[src/rtl/neuron_weight_seq.sv]
// Weight-RAM sequencer for one neuron: streams config words into the RAM (LOAD),
// then replays weights 0..NUM_WEIGHTS-1 alongside input samples to the MAC (RUN).
module neuron_weight_seq #(
    parameter int DATA_SIZE   = 9,
    parameter int ADDR_SIZE   = 9,
    parameter int NUM_WEIGHTS = 784,
    parameter bit PRELOADED   = 1'b1
) (
    input  logic                 clk_i,
    input  logic                 rst_i,
    input  logic                 load_req_i,
    input  logic                 cfg_valid_i,
    output logic                 cfg_ready_o,
    input  logic [DATA_SIZE:0]   cfg_data_i,
    input  logic                 start_i,
    input  logic                 in_valid_i,
    output logic                 in_ready_o,
    input  logic [DATA_SIZE:0]   in_data_i,
    output logic                 rom_w_en_o,
    output logic [ADDR_SIZE:0]   rom_w_addr_o,
    output logic [DATA_SIZE:0]   rom_w_data_o,
    output logic                 rom_r_en_o,
    output logic [ADDR_SIZE:0]   rom_r_addr_o,
    input  logic [DATA_SIZE:0]   rom_rdata_i,
    output logic                 mac_valid_o,
    output logic [DATA_SIZE:0]   mac_weight_o,
    output logic [DATA_SIZE:0]   mac_x_o,
    output logic                 mac_last_o,
    output logic                 busy_o,
    output logic                 load_done_o,
    output logic                 done_o
);

    typedef enum logic [2:0] {IDLE, READY, LOAD, RUN, DRAIN} state_t;

    localparam logic [ADDR_SIZE:0] CNT_LAST = NUM_WEIGHTS[ADDR_SIZE:0] - 1'b1;

    state_t               state_q;
    logic [ADDR_SIZE:0]   cnt_q;
    logic                 mac_valid_q;
    logic                 mac_last_q;
    logic [DATA_SIZE:0]   mac_x_q;
    logic                 load_done_q;
    logic                 done_q;

    logic cfg_hs, in_hs, cnt_last;

    assign cfg_hs   = (state_q == LOAD) && cfg_valid_i;
    assign in_hs    = (state_q == RUN) && in_valid_i;
    assign cnt_last = (cnt_q == CNT_LAST);

    always_ff @(posedge clk_i) begin
        if (rst_i) begin
            state_q     <= PRELOADED ? READY : IDLE;
            cnt_q       <= '0;
            mac_valid_q <= 1'b0;
            mac_last_q  <= 1'b0;
            mac_x_q     <= '0;
            load_done_q <= 1'b0;
            done_q      <= 1'b0;
        end else begin
            load_done_q <= 1'b0;
            done_q      <= 1'b0;
            // RAM read has 1-cycle latency, so the sample and last flag ride one stage behind
            mac_valid_q <= in_hs;
            mac_last_q  <= in_hs && cnt_last;
            if (in_hs)
                mac_x_q <= in_data_i;
            if ((cfg_hs || in_hs) && !cnt_last)
                cnt_q <= cnt_q + 1'b1;
            case (state_q)
                IDLE: if (load_req_i) begin
                    state_q <= LOAD;
                    cnt_q   <= '0;
                end
                READY: if (load_req_i) begin
                    state_q <= LOAD;
                    cnt_q   <= '0;
                end else if (start_i) begin
                    state_q <= RUN;
                    cnt_q   <= '0;
                end
                LOAD: if (cfg_hs && cnt_last) begin
                    state_q     <= READY;
                    load_done_q <= 1'b1;
                end
                RUN: if (in_hs && cnt_last)
                    state_q <= DRAIN;
                DRAIN: begin
                    state_q <= READY;
                    done_q  <= 1'b1;
                end
                default: state_q <= IDLE;
            endcase
        end
    end

    assign cfg_ready_o  = (state_q == LOAD);
    assign in_ready_o   = (state_q == RUN);
    assign busy_o       = (state_q == LOAD) || (state_q == RUN) || (state_q == DRAIN);

    assign rom_w_en_o   = cfg_hs;
    assign rom_w_addr_o = cfg_hs ? cnt_q : '0;
    assign rom_w_data_o = cfg_hs ? cfg_data_i : '0;
    assign rom_r_en_o   = in_hs;
    assign rom_r_addr_o = in_hs ? cnt_q : '0;

    assign mac_valid_o  = mac_valid_q;
    assign mac_weight_o = rom_rdata_i;
    assign mac_x_o      = mac_x_q;
    assign mac_last_o   = mac_valid_q && mac_last_q;
    assign load_done_o  = load_done_q;
    assign done_o       = done_q;

endmodule

[config.mk]
export PLATFORM = sky130hd
export DESIGN_NAME = neuron_weight_seq
export DESIGN_NICKNAME = d
export VERILOG_FILES = /design/src/rtl/neuron_weight_seq.sv
export SDC_FILE = /design/constraint.sdc
export NUM_CORES = 1
export LEC_CHECK = 0
export BUFFER_PORTS_ARGS = -buffer_cell sky130_fd_sc_hd__buf_2
export CELL_PAD_IN_SITES_DETAIL_PLACEMENT = 0
export CELL_PAD_IN_SITES_GLOBAL_PLACEMENT = 1
export CORE_MARGIN = 4
export CORE_UTILIZATION = 25
export CTS_CLUSTER_DIAMETER = 100
export CTS_CLUSTER_SIZE = 10
export DETAILED_ROUTE_END_ITERATION = 10
export GPL_ROUTABILITY_DRIVEN = 1
export PLACE_DENSITY = 0.74
export SLEW_MARGIN = 10
export SYNTH_ARGS = -nofsm -noshare
export SYNTH_HDL_FRONTEND = slang
export SYNTH_SLANG_ARGS = --single-unit
[constraint.sdc]
create_clock -name clk_i -period 1.6 [get_ports clk_i]
set_input_delay 0.24 -clock clk_i [delete_from_list [all_inputs] [get_ports clk_i]]
set_output_delay 0.24 -clock clk_i [all_outputs]
set_load 0.02 [all_outputs]
==> qor.csv, run 1 <==
stage,metric,value,unit
grt,largest net degree at the start of global routing,21,
sta,min Tclk post-route,1.64,ns
grt,first-pass GRT wire length,7550,um
placement,HPWL Detailed,3440,um
power,pwr/cell area,657,nW/um^2
critical_path,worst setup path category,register to output pin,
outcome,failing checks,setup timing,
power,clock group share of total power,25.4,%
clocking,CTS tree,done,
sta,relative slew slack,75.7,%
critical_path,crit path max fanout,8,
route,Routed Antenna Nets,0,
grt,gr usage total,13.0,%
run,Max-Cap Viols,0,
route,initial drt markers,87,
placement,Placed Cells,339,
final_layout,n_diodes,0,
route,detailed-route vias per instance,4.71,
synth,ys flop type,dfxtp_1,
synth,#FFs+latches synth,27,
sta,fin crit share,102,%
sta,final-report hold violation count,0,
hold_path,number of cells on the worst hold path,3,
clocking,CTS buffer count,3,
synth,"FFs w/ async S/R, synth",0,%
synth,syn_nets,227,
die,Die Wd,84.3,um
clocking,clock latency on the worst-skew pair,0.28,ns
critical_path,Critical Path Start Type,register,
final_layout,Final nets,322,
route,mean routed wirelength per cell,14.1,um
critical_path,worst path arrival time,1.40,ns
sta,fmax,0.611,GHz
synth,Synth area leader,dfxtp_1,
die,Starting Density,26.1,%
critical_path,critical path data required time,1.36,ns
grt,total grt overflow,0,
placement,post-placement worst setup slack,-0.0450,ns
route,Pre-Repair DR Iteration Count,4,
synth,Post-synth EDFFs,0,
critical_path,CP Capture Type,output pin,
power,Net Sw Frac,31.5,%
power,maximum vdd drop,0.324,mV
clocking,Longest Clk Path Bufs,2,
die,Core Area,5570,um^2
clocking,htree depth,1,
placement,PortBufs,74,
sta,endpoints failing setup,18,
final_layout,Finished Layout Cells,356,
route,met3 routed wirelength,405,um
synth,Mapped Area,1460,um^2
grt,vias in the first global route,1586,
sta,final worst-path setup slack,-0.0354,ns
die,Die Ht,84.3,um
clocking,clock transition at the registers of the reported paths,0.10,ns
route,uppermost routed layer,met4,
hold_path,Hold WC Path Type,input pin to register,
route,WL final,5000,um
die,DIE AREA,7100,um^2
power,Flop pwr share,45.0,%
power,Int Power,1.11,mW
route,DR WL met2,2450,um
synth,most frequent cell after synthesis,dfxtp_1,
outcome,outcome,"complete, but fails checks",
synth,top-area cell type share of the netlist area,37.1,%
clocking,CTS Root Buffer Type,clkbuf_8,
route,number of remaining DRC errors,0,
placement,RePlAce Congestion,0.753,
power,P_leak,1.12,nW
sta,RSZ-0062 raised after global routing,true,
synth,Netlist cell types,34,
synth,synthesized area per cell,7.66,um^2
synth,largest cells by area after synthesis,"dfxtp_1 (37%), and2_1 (10%), a21oi_1 (7.6%)",
die,# IOs,95,
synth,register area share after synthesis,37.1,%
synth,Post-Syn Instances,190,
die,Rows,27,
route,vias,1678,
final_layout,layout cells sized above 1,56.0,%
sta,worst-margin pin slew,0.364,ns
clocking,CTS Sinks,27,
grt,initial antenna violation count,0,
critical_path,Reg2Reg Depth,4,
synth,synth cell count leaders,"dfxtp_1 (27), nand2_1 (25), and2_1 (24)",
synth,Ys Warns,0,
route,Met1 Wirelength,2070,um
sta,Clock Skew,0.00489,ns
final_layout,P&R area growth vs syn,69.4,%
power,Comb pwr share,29.6,%
sta,Pins Over Slew Limit,0,
power,NetSw,509,uW
routing by layer:
metal,vias up,global-route usage [%]
li1,833,-
met1,773,15.1
met2,65,22.7
met3,7,4.12
met4,0,4.09
met5,-,0
path summary, 6_finish.rpt:
check / start / end / slack [ns]
worst max register to register: state_q[2] / cnt_q[9] / -0.02
worst max-delay path: state_q[2] / rom_w_data_o[3] / -0.04
worst min-delay path: in_data_i[6] / mac_x_o[6] / 0.18
worst min register to register: mac_x_o[7] / mac_x_o[7] / 0.46
flip-flops by register name, indices dropped and copies added, names as in the netlist:
| signal | cells |
|---|---|
| cnt_q | 10 |
| done_o | 1 |
| load_done_o | 1 |
| mac_last_q | 1 |
| mac_valid_o | 1 |
| mac_x_o | 10 |
| state_q | 3 |
metrics by stage:
stage               area (um^2)  total power, mW  utilization [%]  hold slack [ns]  setup TNS, ns
detailed placement         1990             1.10             35.7            0.444        -0.0994
finish                     2460             1.62             44.2            0.185         -0.431
floorplan                  1500            0.997                -            0.376        -0.0399
CTS                        2320             1.59             41.6            0.183         -0.346
global placement           1990             1.10             35.7            0.440       -0.00644
global route               2460             1.69             44.2            0.177          -1.56
repair_timing:
item | 4_1_cts | 5_1_grt
hold buffers | 0 | 0
cloned | 3 | 0
endpoints found under the setup margin | 33 | 36
resized for setup | 72 | 33
pin swaps | 20 | 4
setup buffers | 6 | 4
worst max-delay path, cell delays in order, from the launching register on:
cell	delay (ns)
dfxtp_2	0.34
nand4bb_4	0.27
inv_4	0.12
buf_8	0.14
and2_4	0.14
buf_6	0.11
final cells by class:
class	count	area (um^2)
clock buffers	3	41.3
multi-input cells	137	932
flip-flops and latches	27	549
clock inverters	1	7.51
inverters	8	35.0
well taps	72	90.1
repair buffers	108	810
fillers	560	3110
layout by cell type, fill, tap and decap left out, types with 2 or more instances in the layout:
cell type | synthesis | final
dfxtp_2 | 0 | 4
inv_1 | 7 | 6
mux2i_1 | 3 | 3
o21ai_0 | 4 | 4
nor2_2 | 0 | 2
nand2_1 | 25 | 25
or2b_1 | 2 | 2
and2_4 | 0 | 18
nand2b_1 | 2 | 2
a21o_1 | 2 | 2
o31ai_1 | 4 | 4
clkbuf_8 | 0 | 3
nor2_1 | 14 | 12
a21oi_1 | 22 | 17
buf_8 | 0 | 2
dfxtp_1 | 27 | 22
nand3_1 | 7 | 6
and3_4 | 0 | 2
buf_2 | 3 | 44
and2_1 | 24 | 6
nand4_1 | 3 | 3
buf_4 | 11 | 37
or4_4 | 0 | 4
nor3_1 | 5 | 5
inv_4 | 0 | 2
a21oi_2 | 0 | 5
buf_6 | 0 | 25
kinds of logic after synthesis:
kind of cell | after synthesis | synth area share (%)
adder cells (fa/ha/maj) | 1 | 0.860
AO/OA/AOI/OAI | 38 | 15.4
AND/OR/NAND/NOR | 94 | 34.5
flip-flops | 27 | 37.1
buffers and inverters | 27 | 10.1
multiplexers | 3 | 2.06
power groups by stage:
stage	registers, mW	clock network, mW	logic, mW
final	0.729	0.411	0.480
after detailed placement	0.738	0	0.361
after global routing	0.733	0.443	0.518
after CTS	0.727	0.423	0.442
after floorplan	0.758	0	0.239
after global placement	0.737	0	0.361
(Power assumes the default switching activity.)
==> inputs of run 2 (changes only) <==
Settings changed: BUFFER_PORTS_ARGS -buffer_cell sky130_fd_sc_hd__buf_2 to -buffer_cell sky130_fd_sc_hd__buf_4, CTS_CLUSTER_SIZE 10 to default, REMOVE_ABC_BUFFERS from default to 1.
==> run 2 against run 1 <==
Against the previous run: the run still ends with setup timing left; critical endpoint unchanged; global-route usage is 1.1 points higher; clock power is 2% lower; first-iteration DRC count is 9.2% lower; sequential power hardly changed; largest power group unchanged; worst setup slack worse by 0.024 ns; sequential share of layout area is 2.2 points lower; clock skew hardly changed; register-to-register slack hardly changed.
==> qor.csv, run 2 (same netlist as run 1, synthesis figures left out) <==
stage,metric,value,unit
grt,first-pass GRT wire length,8300,um
sta,Pins Over Slew Limit,0,
placement,Post-DP Area,2190,um^2
sta,final-report hold violation count,0,
die,Die Ht,84.3,um
final_layout,"Design Area, Final",2730,um^2
sta,relative slew slack,80.6,%
outcome,failing checks,setup timing,
critical_path,Critical Path Start Type,register,
final_layout,layout cells sized above 1,59.1,%
route,mean routed wirelength per cell,14.0,um
placement,HPWL Detailed,3600,um
sta,worst-margin pin slew,0.291,ns
final_layout,fin util,49.0,%
critical_path,Critical Path End,rom_w_data_o[3],
sta,fin crit share,104,%
clocking,Longest Clk Path Bufs,2,
final_layout,"most common cell after layout, fill and taps aside",buf_4,
clocking,CTS buffer count,3,
grt,vias in the first global route,1688,
critical_path,reg2reg end,cnt_q[0],
sta,endpoints failing setup,23,
grt,total grt overflow,0,
outcome,outcome,"complete, but fails checks",
power,P_leak,1.20,nW
critical_path,critical path data required time,1.36,ns
placement,RePlAce Congestion,0.793,
grt,initial antenna violation count,0,
die,Rows,27,
die,DIE AREA,7100,um^2
final_layout,Finished Layout Cells,363,
final_layout,fillers,536,
placement,PortBufs,74,
clocking,CTS tree,done,
clocking,CTS Root Buffer Type,clkbuf_8,
final_layout,most frequent cells in the layout,"buf_4 (71), buf_6 (44), nand2_1 (25)",
route,detailed-route vias per instance,4.71,
power,maximum vdd drop,0.463,mV
clocking,clock latency on the worst-skew pair,0.27,ns
critical_path,CP Capture Type,output pin,
route,number of remaining DRC errors,0,
final_layout,n_diodes,0,
sta,RSZ-0062 raised after global routing,true,
critical_path,worst path arrival time,1.42,ns
hold_path,number of cells on the worst hold path,3,
route,Routed Antenna Nets,0,
route,initial drt markers,79,
sta,final worst-path setup slack,-0.0592,ns
critical_path,Reg2Reg Depth,9,
die,Starting Density,26.1,%
critical_path,worst setup path category,register to output pin,
grt,gr usage total,14.1,%
die,Core Area,5570,um^2
final_layout,Final nets,329,
clocking,htree depth,1,
critical_path,Critical path origin,state_q[2],
critical_path,worst reg2reg startpoint,state_q[2],
clocking,hold_buf cts,0,
die,Die Wd,84.3,um
sta,fmax,0.603,GHz
final_layout,P&R area growth vs syn,87.8,%
sta,min Tclk post-route,1.66,ns
placement,Placed Cells,345,
critical_path,R2R Setup Slk,-0.03,ns
route,WL final,5080,um
route,vias,1710,
route,Pre-Repair DR Iteration Count,4,
clocking,CTS Sinks,27,
grt,largest net degree at the start of global routing,21,
critical_path,crit path max fanout,8,
run,Max-Cap Viols,0,
clocking,clock transition at the registers of the reported paths,0.10,ns
sta,Clock Skew,0.00474,ns
die,# IOs,95,
power,pwr/cell area,619,nW/um^2
hold_path,Hold WC Path Type,input pin to register,
[run 2: worst min-delay path by stage]
stage               slack, ns          from         end
finish                   0.20  in_data_i[7]  mac_x_o[7]
detailed placement       0.45    mac_x_o[2]  mac_x_o[2]
CTS                      0.19  in_data_i[8]  mac_x_o[8]
floorplan                0.31         rst_i  mac_x_o[0]
global placement         0.44    mac_x_o[0]  mac_x_o[0]
global route             0.19  in_data_i[7]  mac_x_o[7]
[run 2: power breakdown]
group | switching, mW | leakage, nW | internal, mW
Combinational | 0.273 | 0.952 | 0.287
Clock | 0.224 | 0.0228 | 0.179
Sequential | 0.0246 | 0.221 | 0.704
Total | 0.521 | 1.20 | 1.17
[run 2: stage by stage]
step,power (mW),setup WS [ns],TNS [ns],hold slack [ns]
global route,1.79,-0.133,-3.25,0.189
finish,1.69,-0.0592,-0.984,0.202
CTS,1.63,-0.0477,-0.725,0.194
global placement,1.14,-0.0474,-0.139,0.443
floorplan,0.925,-0.426,-3.43,0.309
detailed placement,1.14,-0.0825,-0.352,0.448
[run 2: worst max-delay path, stage by stage (launching register included)]
cell,delay [ns]
dfxtp_2,0.34
nand4bb_4,0.23
buf_6,0.15
inv_6,0.06
buf_6,0.12
and2_4,0.14
buf_6,0.11
[run 2: area by class of cell]
type	count	area [um^2]	share of cell area, %
sequential	27	549	20.1
clock buffer	4	45.0	1.65
inverter	8	37.5	1.37
timing repair buffer	116	1050	38.4
tap	72	90.1	3.30
multi-input combinational	136	962	35.2
[run 2: what timing repair did]
item                                    CTS  global route
cloned                                    2             0
endpoints found under the setup margin   35            42
resized for setup                        76            42
pin swaps                                20            16
setup buffers                             4             8
[run 2: metal layers]
metal | up-vias | track usage (%) | share of wire, %
li1 | 852 | - | -
met1 | 796 | 18.2 | 42
met2 | 60 | 23.0 | 50
met3 | 2 | 5.40 | 7.8
met4 | 0 | 1.75 | 0.30
met5 | - | 0 | 0
==> inputs of run 3 (changes only) <==
Settings changed: BUFFER_PORTS_ARGS -buffer_cell sky130_fd_sc_hd__buf_4 to default, DONT_BUFFER_PORTS from default to 1, PLACE_DENSITY 0.74 to 0.5.
Clock period 1.6 ns to 1.9 ns, I/O delays scaled along.
==> run 3 against run 2 <==
Against the previous run: combinational power is 61% lower; largest cell class is now multi-input gates; sequential share of layout area is 12 points higher; the run now ends clean; highest routed layer unchanged; power is 30% lower.
==> qor.csv, run 3 (same netlist as run 1, synthesis figures left out) <==
stage,metric,value,unit
outcome,outcome,"complete, no violations",
critical_path,CP max stage cell,dfxtp_1,
grt,first-pass GRT wire length,6840,um
hold_path,number of cells on the worst hold path,1,
critical_path,crit path cell chain,"nand4bb_2, inv_1, buf_6, and2_2",
critical_path,R2R Setup Slk,0.14,ns
die,# IOs,95,
placement,RePlAce Congestion,0.781,
power,P_leak,0.630,nW
run,Max-Cap Viols,0,
sta,endpoints failing setup,0,
sta,relative slew slack,70.5,%
die,Die Wd,84.3,um
placement,PortBufs,0,
grt,largest net degree at the start of global routing,21,
route,vias,1320,
power,maximum vdd drop,0.255,mV
die,Starting Density,26.1,%
sta,min Tclk post-route,1.79,ns
die,Core Area,5570,um^2
route,initial drt markers,54,
route,Pre-Repair DR Iteration Count,6,
clocking,CTS buffer count,3,
power,Design Power,1.19,mW
critical_path,Reg2Reg Depth,5,
hold_path,Hold WC Path Type,input pin to register,
final_layout,"Design Area, Final",1670,um^2
critical_path,Critical Path Start Type,register,
route,WL final,4260,um
grt,initial antenna violation count,0,
die,Die Ht,84.3,um
final_layout,layout cells sized above 1,23.5,%
sta,Clock Skew,0.00673,ns
sta,Pins Over Slew Limit,0,
critical_path,worst reg2reg startpoint,cnt_q[0],
final_layout,n_diodes,0,
final_layout,Final nets,234,
sta,RSZ-0062 raised after global routing,false,
clocking,hold_buf cts,0,
grt,gr usage total,11.9,%
sta,fin crit share,94.2,%
clocking,CTS tree,done,
grt,total grt overflow,0,
hold_path,HP Start,rst_i,
final_layout,"most common cell after layout, fill and taps aside",dfxtp_1,
power,pwr/cell area,713,nW/um^2
clocking,clock transition at the registers of the reported paths,0.10,ns
die,DIE AREA,7100,um^2
critical_path,"slowest stage delay, CP",0.37,ns
placement,HPWL Detailed,3350,um
critical_path,reg2reg end,cnt_q[7],
critical_path,CP Capture Type,output pin,
sta,fmax,0.559,GHz
clocking,CTS Root Buffer Type,clkbuf_8,
sta,final-report hold violation count,0,
critical_path,crit path max fanout,17,
critical_path,critical path data required time,1.62,ns
die,Rows,27,
placement,Post-DP Area,1590,um^2
clocking,Longest Clk Path Bufs,2,
route,mean routed wirelength per cell,15.9,um
grt,vias in the first global route,1386,
clocking,CTS Sinks,27,
critical_path,worst path bufs/invs,2,
route,Routed Antenna Nets,0,
clocking,post-CTS setup buffer count,0,
critical_path,worst path arrival time,1.51,ns
final_layout,P&R area growth vs syn,14.5,%
final_layout,most frequent cells in the layout,"dfxtp_1 (26), nand2_1 (25), a21oi_1 (22)",
clocking,htree depth,1,
route,number of remaining DRC errors,0,
sta,Setup TNS Final,0,ns
hold_path,hold endpoint,mac_x_o[0],
critical_path,worst setup path category,register to output pin,
critical_path,cell family with most CP delay,simple AND/OR/NAND/NOR gates,
sta,worst-margin pin slew,0.440,ns
route,detailed-route vias per instance,4.93,
clocking,clock latency on the worst-skew pair,0.28,ns
## run 3: changes by cell type in the layout (fill, tap and decap cells not counted), sizes merged
cell / delta
clkinv: +1
clkbuf: -1
buf: -95
clkinvlp: +1
inv: -1
## run 3: report_power, final
group | internal, mW | switching (mW) | total (mW)
Clock | 0.149 | 0.186 | 0.334
Sequential | 0.591 | 0.0413 | 0.633
Combinational | 0.0857 | 0.136 | 0.221
## run 3: timing repair
action | CTS | global route
gates resized for setup | 17 | 3
setup endpoints to repair | 16 | 19
pin swaps | 0 | 0
cloned | 0 | 0
## run 3: per-layer routing
layer,wire length [um],global-route usage (%)
met5,0,0
met2,2050,19.8
met1,1760,13.9
met3,381,4.61
met4,68,4.39
## run 3: worst max path at each step
stage,cells after the start,from,to
2_1_floorplan,5,state_q[0],cnt_q[3]
3_3_place_gp,4,state_q[1],cnt_q[9]
3_5_place_dp,4,state_q[1],cnt_q[9]
4_1_cts,4,state_q[2],rom_w_data_o[8]
5_1_grt,4,state_q[2],rom_w_data_o[8]
6_report,4,state_q[2],rom_w_data_o[8]
## run 3: area by class of cell
| type | count | area (um^2) |
|---|---|---|
| multi-input cells | 136 | 795 |
| clock inverters | 1 | 7.51 |
| repair buffers | 21 | 161 |
| inverters | 8 | 30.0 |
| flip-flops and latches | 27 | 542 |
| clock buffers | 3 | 41.3 |
| well taps | 72 | 90.1 |
| fillers | 621 | 3910 |
## run 3: through the flow
step,util [%],setup slack [ns],hold slack (ns),instances
final,29.9,0.110,0.0702,268
after CTS,29.7,0.0260,0.0578,268
after global placement,28.5,0.155,0.357,264
after detailed placement,28.5,0.107,0.360,264
after global routing,29.9,0.000129,0.0480,268
after floorplan,-,-0.126,0.354,171
